## src/rtl/id_ex_stage.sv

```systemverilog
// ID/EX pipeline register: captures decode operands with write-back bypass,
// detects load-use hazards and supports downstream stall and branch flush.
module id_ex_stage #(
    parameter int DATA_WIDTH   = 64,
    parameter int ADDR_WIDTH   = 5,
    parameter int CTRL_WIDTH   = 10,
    parameter int MEM_READ_BIT = 0
) (
    input  logic                  clk,
    input  logic                  reset,
    input  logic                  stall,
    input  logic                  flush,
    input  logic                  id_valid,
    input  logic [ADDR_WIDTH-1:0] id_read_addr_1,
    input  logic [ADDR_WIDTH-1:0] id_read_addr_2,
    input  logic [DATA_WIDTH-1:0] id_read_data_1,
    input  logic [DATA_WIDTH-1:0] id_read_data_2,
    input  logic [ADDR_WIDTH-1:0] id_dest_addr,
    input  logic [DATA_WIDTH-1:0] id_imm,
    input  logic [CTRL_WIDTH-1:0] id_ctrl,
    input  logic                  wb_write_enable,
    input  logic [ADDR_WIDTH-1:0] wb_write_addr,
    input  logic [DATA_WIDTH-1:0] wb_write_data,
    output logic                  hazard_stall,
    output logic                  ex_valid,
    output logic [DATA_WIDTH-1:0] ex_op_a,
    output logic [DATA_WIDTH-1:0] ex_op_b,
    output logic [ADDR_WIDTH-1:0] ex_src_addr_1,
    output logic [ADDR_WIDTH-1:0] ex_src_addr_2,
    output logic [ADDR_WIDTH-1:0] ex_dest_addr,
    output logic [DATA_WIDTH-1:0] ex_imm,
    output logic [CTRL_WIDTH-1:0] ex_ctrl
);

    localparam logic [ADDR_WIDTH-1:0] ZR = '1;

    logic                  wb_live;
    logic [DATA_WIDTH-1:0] cap_op_a;
    logic [DATA_WIDTH-1:0] cap_op_b;
    logic                  refresh_a;
    logic                  refresh_b;

    // A write to the zero register never produces visible data.
    assign wb_live = wb_write_enable & (wb_write_addr != ZR);

    assign hazard_stall = ex_valid & ex_ctrl[MEM_READ_BIT] & id_valid &
                          (ex_dest_addr != ZR) &
                          ((ex_dest_addr == id_read_addr_1) |
                           (ex_dest_addr == id_read_addr_2));

    // The register file reads before its same-edge write lands, so the
    // write-back value is forwarded here; the zero register always reads 0.
    always_comb begin
        cap_op_a = id_read_data_1;
        cap_op_b = id_read_data_2;
        if (id_read_addr_1 == ZR) begin
            cap_op_a = '0;
        end else if (wb_live && (wb_write_addr == id_read_addr_1)) begin
            cap_op_a = wb_write_data;
        end
        if (id_read_addr_2 == ZR) begin
            cap_op_b = '0;
        end else if (wb_live && (wb_write_addr == id_read_addr_2)) begin
            cap_op_b = wb_write_data;
        end
    end

    assign refresh_a = ex_valid & wb_live & (wb_write_addr == ex_src_addr_1);
    assign refresh_b = ex_valid & wb_live & (wb_write_addr == ex_src_addr_2);

    always_ff @(posedge clk) begin
        if (reset || flush || (!stall && hazard_stall)) begin
            ex_valid      <= 1'b0;
            ex_op_a       <= '0;
            ex_op_b       <= '0;
            ex_src_addr_1 <= ZR;
            ex_src_addr_2 <= ZR;
            ex_dest_addr  <= ZR;
            ex_imm        <= '0;
            ex_ctrl       <= '0;
        end else if (stall) begin
            // Held instruction must not miss write-backs that retire meanwhile.
            if (refresh_a) begin
                ex_op_a <= wb_write_data;
            end
            if (refresh_b) begin
                ex_op_b <= wb_write_data;
            end
        end else begin
            ex_valid      <= id_valid;
            ex_op_a       <= cap_op_a;
            ex_op_b       <= cap_op_b;
            ex_src_addr_1 <= id_read_addr_1;
            ex_src_addr_2 <= id_read_addr_2;
            ex_dest_addr  <= id_dest_addr;
            ex_imm        <= id_imm;
            ex_ctrl       <= id_ctrl;
        end
    end

endmodule

```

## config.mk

```make
export PLATFORM = sky130hd
export DESIGN_NAME = id_ex_stage
export DESIGN_NICKNAME = d
export VERILOG_FILES = /design/src/rtl/id_ex_stage.sv
export SDC_FILE = /design/constraint.sdc
export NUM_CORES = 1
export LEC_CHECK = 0
export CORE_AREA = 2 2 201 203
export CTS_CLUSTER_SIZE = 24
export DETAILED_ROUTE_END_ITERATION = 10
export DIE_AREA = 0 0 203 205
export MAX_ROUTING_LAYER = met4
export SYNTH_ARGS = -nofsm -noshare
export SYNTH_HDL_FRONTEND = slang
export SYNTH_SLANG_ARGS = --single-unit
```

## constraint.sdc

```tcl
create_clock -name clk -period 2.07 [get_ports clk]
set_input_delay 0.414 -clock clk [delete_from_list [all_inputs] [get_ports clk]]
set_output_delay 0.414 -clock clk [all_outputs]
set_load 0.01 [all_outputs]
```

==> flow_summary.toml, run 1 <==
[worst_setup_path]
crit_path_max_incr_delay_ns = 0.50
crit_path_max_fanout = 2
crit_slowest_cell = "clkdlybuf4s50_1"
setup.worst_path.class = "primary input to primary output"
crit_arrival_ns = 1.71
crit_start = "id_read_addr_1[0]"
end_kind = "primary output"
r2r-start = "ex_dest_addr[3]"
reg2regPathDepth = 9
path_cells = "clkdlybuf4s50_1 -> xor2_1 -> nor3_2 -> a22oi_2 -> nor2_4 -> buf_6"
cp.required_ns = 1.66
ff2ff_setup_slack_ns = 0.05
crit-reg2reg-capture = "ex_op_b[50]"
cp-start-kind = "primary input"
crit_path_end = "hazard_stall"

[yosys]
synth.net_count = 1504
syn_area_per_cell_um2 = 9.07
synth_seq_area_share_pct = 39.7
ys_types = 35
synth-main-ff-cell = "dfxtp_1"
synth_enable_flop_cells = 0
ys_ff_latch = 218
synth-async-reset-ratio_pct = 0
netlist_top_cells_area = "dfxtp_1 (40%), a211oi_2 (14%), a32oi_1 (10%)"
synth_top_area_share_pct = 39.7
synth_warnings = 0
synth_area_leader_cell = "dfxtp_1"
synth_cells = 1212
netlist_area_um2 = 11000

[route]
wl_mm = 50.3
ant_nets = 0
vias = 12500
routedWlPerCell_um = 22.0
avgViaCountPerCell = 5.49
drtIter0Drc = 590
first_pass_iters = 6
remaining_drc_errors = 0

[timing]
fin_skew_ns = 0.00989
worst_slack_ns = -0.0589
tightest_slew_ns = 0.534
fin_tns_setup_ns = -0.0589
post-route-min-period_ns = 2.13
maxSlewHeadroom_pct = 64.4
period_share_pct = 103
holdWs_ns = 0.414
fmax_mhz = 470
slew_violations = 0
hold_violations = 0
grt_setup_unrepaired = "yes"
setup_viol = 1

[cts]
htreeDepth = 1
cts_root_buf = "clkbuf_16"
cts-hold-fix-buffers = 0
numCtsBuffers = 27
clock_sinks = 218
cts_tree = "yes"
path_clk_slew_ns = 0.06
insertion_delay_ns = 0.54
clock_path_buffers = 3

[min_path]
hold_class = "primary input to register"

[grt]
grt_max_degree = 96
grt_overflow = 0
grtUsageTotal_pct = 23.1
grt_pass1_wl_mm = 73.7
antenna_found_initial = 8
grt_pass1_vias = 12300

[final_layout]
nets = 2029
finalInstanceArea_um2 = 18800
drive_gt1_share_pct = 19.2
syn2layout_area_growth_pct = 70.8
n_fill_cell = 3709

[pwr]
total_power_uw = 11500
peakVddDrop_mv = 0.496
power_density_nw_per_um2 = 611
p_leak_uw = 0.00641

[die]
dieHeight_um = 205
core-area_um2 = 39400
start_util_pct = 27.9
rows = 73
die_area_um2 = 41600
die_x_um = 203
top_level_ports = 511

[placed_design]
port-buffer-count = 510
pre_cts_slack_ns = -0.711
dpl.hpwl_mm = 36.0
post_dp_cell_area_um2 = 17600
place.gp.congestion = 0.866

[run]
max-cap-violations = 0

[outcome]
status = "finished, violations left"
failed_checks = "negative setup slack"
flip-flops by register name, summed over array words and instances (netlist names):
| signal | flops |
|---|---|
| ex_imm | 64 |
| ex_op_a | 64 |
| ex_op_b | 64 |
| ex_ctrl | 10 |
| ex_dest_addr | 5 |
| ex_src_addr_1 | 5 |
| ex_src_addr_2 | 5 |
| ex_valid | 1 |
through the flow:
| stage | utilization [%] | std cells |
|---|---|---|
| 4_1_cts | 46.7 | 2265 |
| 5_1_grt | 47.7 | 2282 |
| 3_5_place_dp | 44.6 | 2220 |
| 3_3_place_gp | 44.6 | 2220 |
| 6_report | 47.7 | 2283 |
| 2_1_floorplan | - | 1212 |
synthesized netlist by cell type (2+ instances only):
master    number
a211oi_1       9
buf_6         14
o32a_1        15
buf_2         39
o31ai_4        2
o31a_2         2
clkbuf_1     104
a31oi_1      130
nor2_2         3
xor2_1        17
a32oi_1      128
nand3_1      155
dfxtp_1      218
xnor2_1       13
o21ai_0       74
nor3_1         3
a211oi_2     120
buf_1          3
nor2_1       130
and3_1         4
or3_1         15
cells by family after synthesis:
kind of cell              after synthesis  share of synthesized area, %
AOI/OAI and AO/OA                     485                          37.6
buffers and inverters                 163                          7.00
and+or+nand+nor                       316                          13.3
xor gates and xnor gates               30                          2.39
DFF                                   218                          39.7
worst max-delay path: cells and delay by family:
kind,cells,cell delay (ns)
xor+xnor,1,0.22
buf+inv,2,0.63
simple gates,2,0.14
compound gates,1,0.30
per-layer routing:
| layer | wire (um) | vias up | global-route usage, % |
|---|---|---|---|
| li1 | - | 5817 | - |
| met1 | 20200 | 5963 | 27.7 |
| met2 | 23600 | 660 | 37.2 |
| met3 | 4570 | 102 | 5.73 |
| met4 | 1850 | 0 | 9.41 |
| met5 | 0 | - | - |
final cells by class:
cell class / instances / area (um^2) / area share (%)
Antenna cell: 7 / 17.5 / 0.0933
Clock buffer: 40 / 785 / 4.18
Clock inverter: 3 / 21.3 / 0.113
Inverter: 2 / 7.51 / 0.0400
Multi-Input combinational cell: 831 / 5970 / 31.8
Sequential cell: 218 / 4380 / 23.3
Tap cell: 525 / 657 / 3.50
Timing Repair Buffer: 657 / 6940 / 37.0
power by group:
part / total, uW / leakage [uW] / switching (uW) / internal, uW
Clock: 4420 / 0.000393 / 1840 / 2580
Combinational: 2570 / 0.00424 / 1200 / 1370
Sequential: 4470 / 0.00178 / 105 / 4370
worst min path at each step:
stage / from / to / cells after the start
finish: stall / ex_src_addr_2[3] / 3
global route: stall / ex_src_addr_2[3] / 3
CTS: stall / ex_src_addr_2[3] / 3
detailed placement: ex_imm[59] / ex_imm[59] / 2
global placement: ex_imm[22] / ex_imm[22] / 2
floorplan: ex_ctrl[9] / ex_ctrl[9] / 2
what timing repair did:
action,4_1_cts,5_1_grt
gates resized for setup,13,32
cloned,0,9
setup endpoints to repair,95,148
buffers inserted,2,5
hold endpoints to repair,0,0
pin swaps,4,4
cell usage in the layout (no fill, tap or decap), types with 7 or more instances in the layout:
cell type	n
a211oi_1	9
a211oi_2	119
a31oi_1	128
a32oi_1	126
buf_12	42
buf_4	90
clkbuf_1	7
clkbuf_16	35
clkdlybuf4s50_1	507
dfxtp_1	213
diode_2	7
nand3_1	153
nor2_1	128
o21ai_0	74
o32a_1	15
or3_1	15
xnor2_1	13
xor2_1	17
No activity file was read; power rests on OpenSTA's default activity.
==> run 2: changes to the inputs <==
--- a/config.mk
+++ b/config.mk
@@ -6,6 +6,7 @@
 export NUM_CORES = 1
 export LEC_CHECK = 0
 export CORE_AREA = 2 2 201 203
+export CTS_BUF_LIST = sky130_fd_sc_hd__clkbuf_16
 export CTS_CLUSTER_SIZE = 24
 export DETAILED_ROUTE_END_ITERATION = 10
 export DIE_AREA = 0 0 203 205
==> run 2 against run 1 <==
  * Sequential cell count stayed put
  * Largest power group unchanged
  * First-iteration DRC count up 3.1%
  * Critical path type unchanged
  * Clock-buffer cell count down 13
  * Critical path depth did not move
  * The run still ends with negative setup slack left
  * Largest cell class unchanged
  * Final cell count hardly changed
  * Highest routed layer unchanged
==> flow_summary.toml, run 2 (same netlist as run 1, synthesis figures left out) <==
[placed_design]
post_dp_cell_area_um2 = 17600
place.gp.congestion = 0.866
dp.cells = 2220
port-buffer-count = 510
dpl.hpwl_mm = 36.0

[worst_setup_path]
cp-start-kind = "primary input"
end_kind = "primary output"
crit_path_max_fanout = 2
crit-reg2reg-capture = "ex_op_a[26]"
crit_slowest_cell = "clkdlybuf4s50_1"
cp.required_ns = 1.66
cp_top_family = "buffers and inverters"
path_cells = "clkdlybuf4s50_1 -> xor2_1 -> nor3_2 -> a22oi_2 -> nor2_4 -> buf_6"
crit_arrival_ns = 1.72
critical_path_buf_inv_count = 2
setup.worst_path.class = "primary input to primary output"
crit_path_max_incr_delay_ns = 0.50
reg2regPathDepth = 8
r2r-start = "ex_dest_addr[3]"
ff2ff_setup_slack_ns = 0.08

[final_layout]
fin_util_pct = 47.4
drive_gt1_share_pct = 18.8
n_fill_cell = 3730
syn2layout_area_growth_pct = 69.7
instances_no_fill = 2281
largestRegisters = "ex_imm x64, ex_op_a x64, ex_op_b x64"
nets = 2027
finalInstanceArea_um2 = 18600
final_common_cell = "clkdlybuf4s50_1"
final_cell_mix = "clkdlybuf4s50_1 (507), dfxtp_1 (213), nand3_1 (153)"

[timing]
fin_skew_ns = 0.00723
period_share_pct = 103
fin_tns_setup_ns = -0.0590
tightest_slew_ns = 0.533
maxSlewHeadroom_pct = 64.5
grt_setup_unrepaired = "yes"
fmax_mhz = 470
hold_violations = 0
setup_viol = 1
slew_violations = 0
post-route-min-period_ns = 2.13
worst_slack_ns = -0.0590

[route]
avgViaCountPerCell = 5.47
first_pass_iters = 5
drtIter0Drc = 608
ant_nets = 0
wl_mm = 50.0
vias = 12500
remaining_drc_errors = 0
routedWlPerCell_um = 21.9

[die]
rows = 73
top_level_ports = 511
start_util_pct = 27.9
core-area_um2 = 39400
die_area_um2 = 41600
dieHeight_um = 205
die_x_um = 203

[cts]
cts_root_buf = "clkbuf_16"
path_clk_slew_ns = 0.06
cts_tree = "yes"
htreeDepth = 1
numCtsBuffers = 27
clock_sinks = 218
insertion_delay_ns = 0.54
clock_path_buffers = 3
cts-hold-fix-buffers = 0

[pwr]
power_density_nw_per_um2 = 600
total_power_uw = 11200
p_leak_uw = 0.00638
peakVddDrop_mv = 0.491

[outcome]
status = "finished, violations left"
failed_checks = "negative setup slack"

[min_path]
min_to = "ex_src_addr_2[3]"
hold_start = "stall"
whs_path_depth = 3
hold_class = "primary input to register"

[grt]
grt_overflow = 0
grt_pass1_vias = 12300
antenna_found_initial = 8
grt_pass1_wl_mm = 73.8
grtUsageTotal_pct = 23.2
grt_max_degree = 96

[run]
max-cap-violations = 0
run 2: metrics by stage:
| step | hold slack, ns | worst slack (ns) |
|---|---|---|
| floorplan | 0.494 | 0.0937 |
| global placement | 0.464 | -0.666 |
| detailed placement | 0.471 | -0.711 |
| CTS | 0.376 | -0.119 |
| global route | 0.420 | -0.145 |
| finish | 0.414 | -0.0590 |
run 2: final cells by class:
type                       instances  area [um^2]  area share (%)
antenna                            7         17.5          0.0939
clock buffer                      27          676            3.62
clock inverter                    16         70.1           0.376
tap                              525          657            3.52
timing repair buffer             655         6890            36.9
multi-input combinational        831         5960            31.9
sequential                       218         4380            23.5
inverter                           2         7.51          0.0403
run 2: how the worst max path moves through the flow:
stage                         endpoint  depth (start not counted)               from
after floorplan            ex_op_b[43]                          8   wb_write_addr[4]
after global placement    hazard_stall                          6  id_read_addr_1[0]
after detailed placement  hazard_stall                          6  id_read_addr_1[0]
after CTS                 hazard_stall                          6    ex_dest_addr[3]
after global routing      hazard_stall                          6    ex_dest_addr[0]
final                     hazard_stall                          6  id_read_addr_1[0]
run 2: worst register-to-register path: cells and delay by family, from the launching register on:
family,cells,cell delay (ns)
AOI/OAI and AO/OA,3,0.54
xor gates and xnor gates,1,0.18
buffers and inverters,3,0.59
DFF,1,0.34
and+or+nand+nor,1,0.23
run 2: power by group:
part | internal [uW] | switching, uW | total, uW
clock network | 2330 | 1840 | 4160
logic | 1350 | 1190 | 2550
registers | 4370 | 105 | 4470
run 2: per-layer routing:
layer | up-vias | GRT usage (%) | part of all wire, %
met5 | - | - | 0
met4 | 0 | 9.28 | 3.6
met3 | 93 | 5.68 | 8.4
met2 | 599 | 37.3 | 47
met1 | 5984 | 27.8 | 41
li1 | 5810 | - | -
run 2: repair_timing:
action	in CTS	in global routing
resized for setup	13	29
endpoints found under the setup margin	95	154
gates cloned	0	8
setup buffers	2	4
pin swaps	4	4
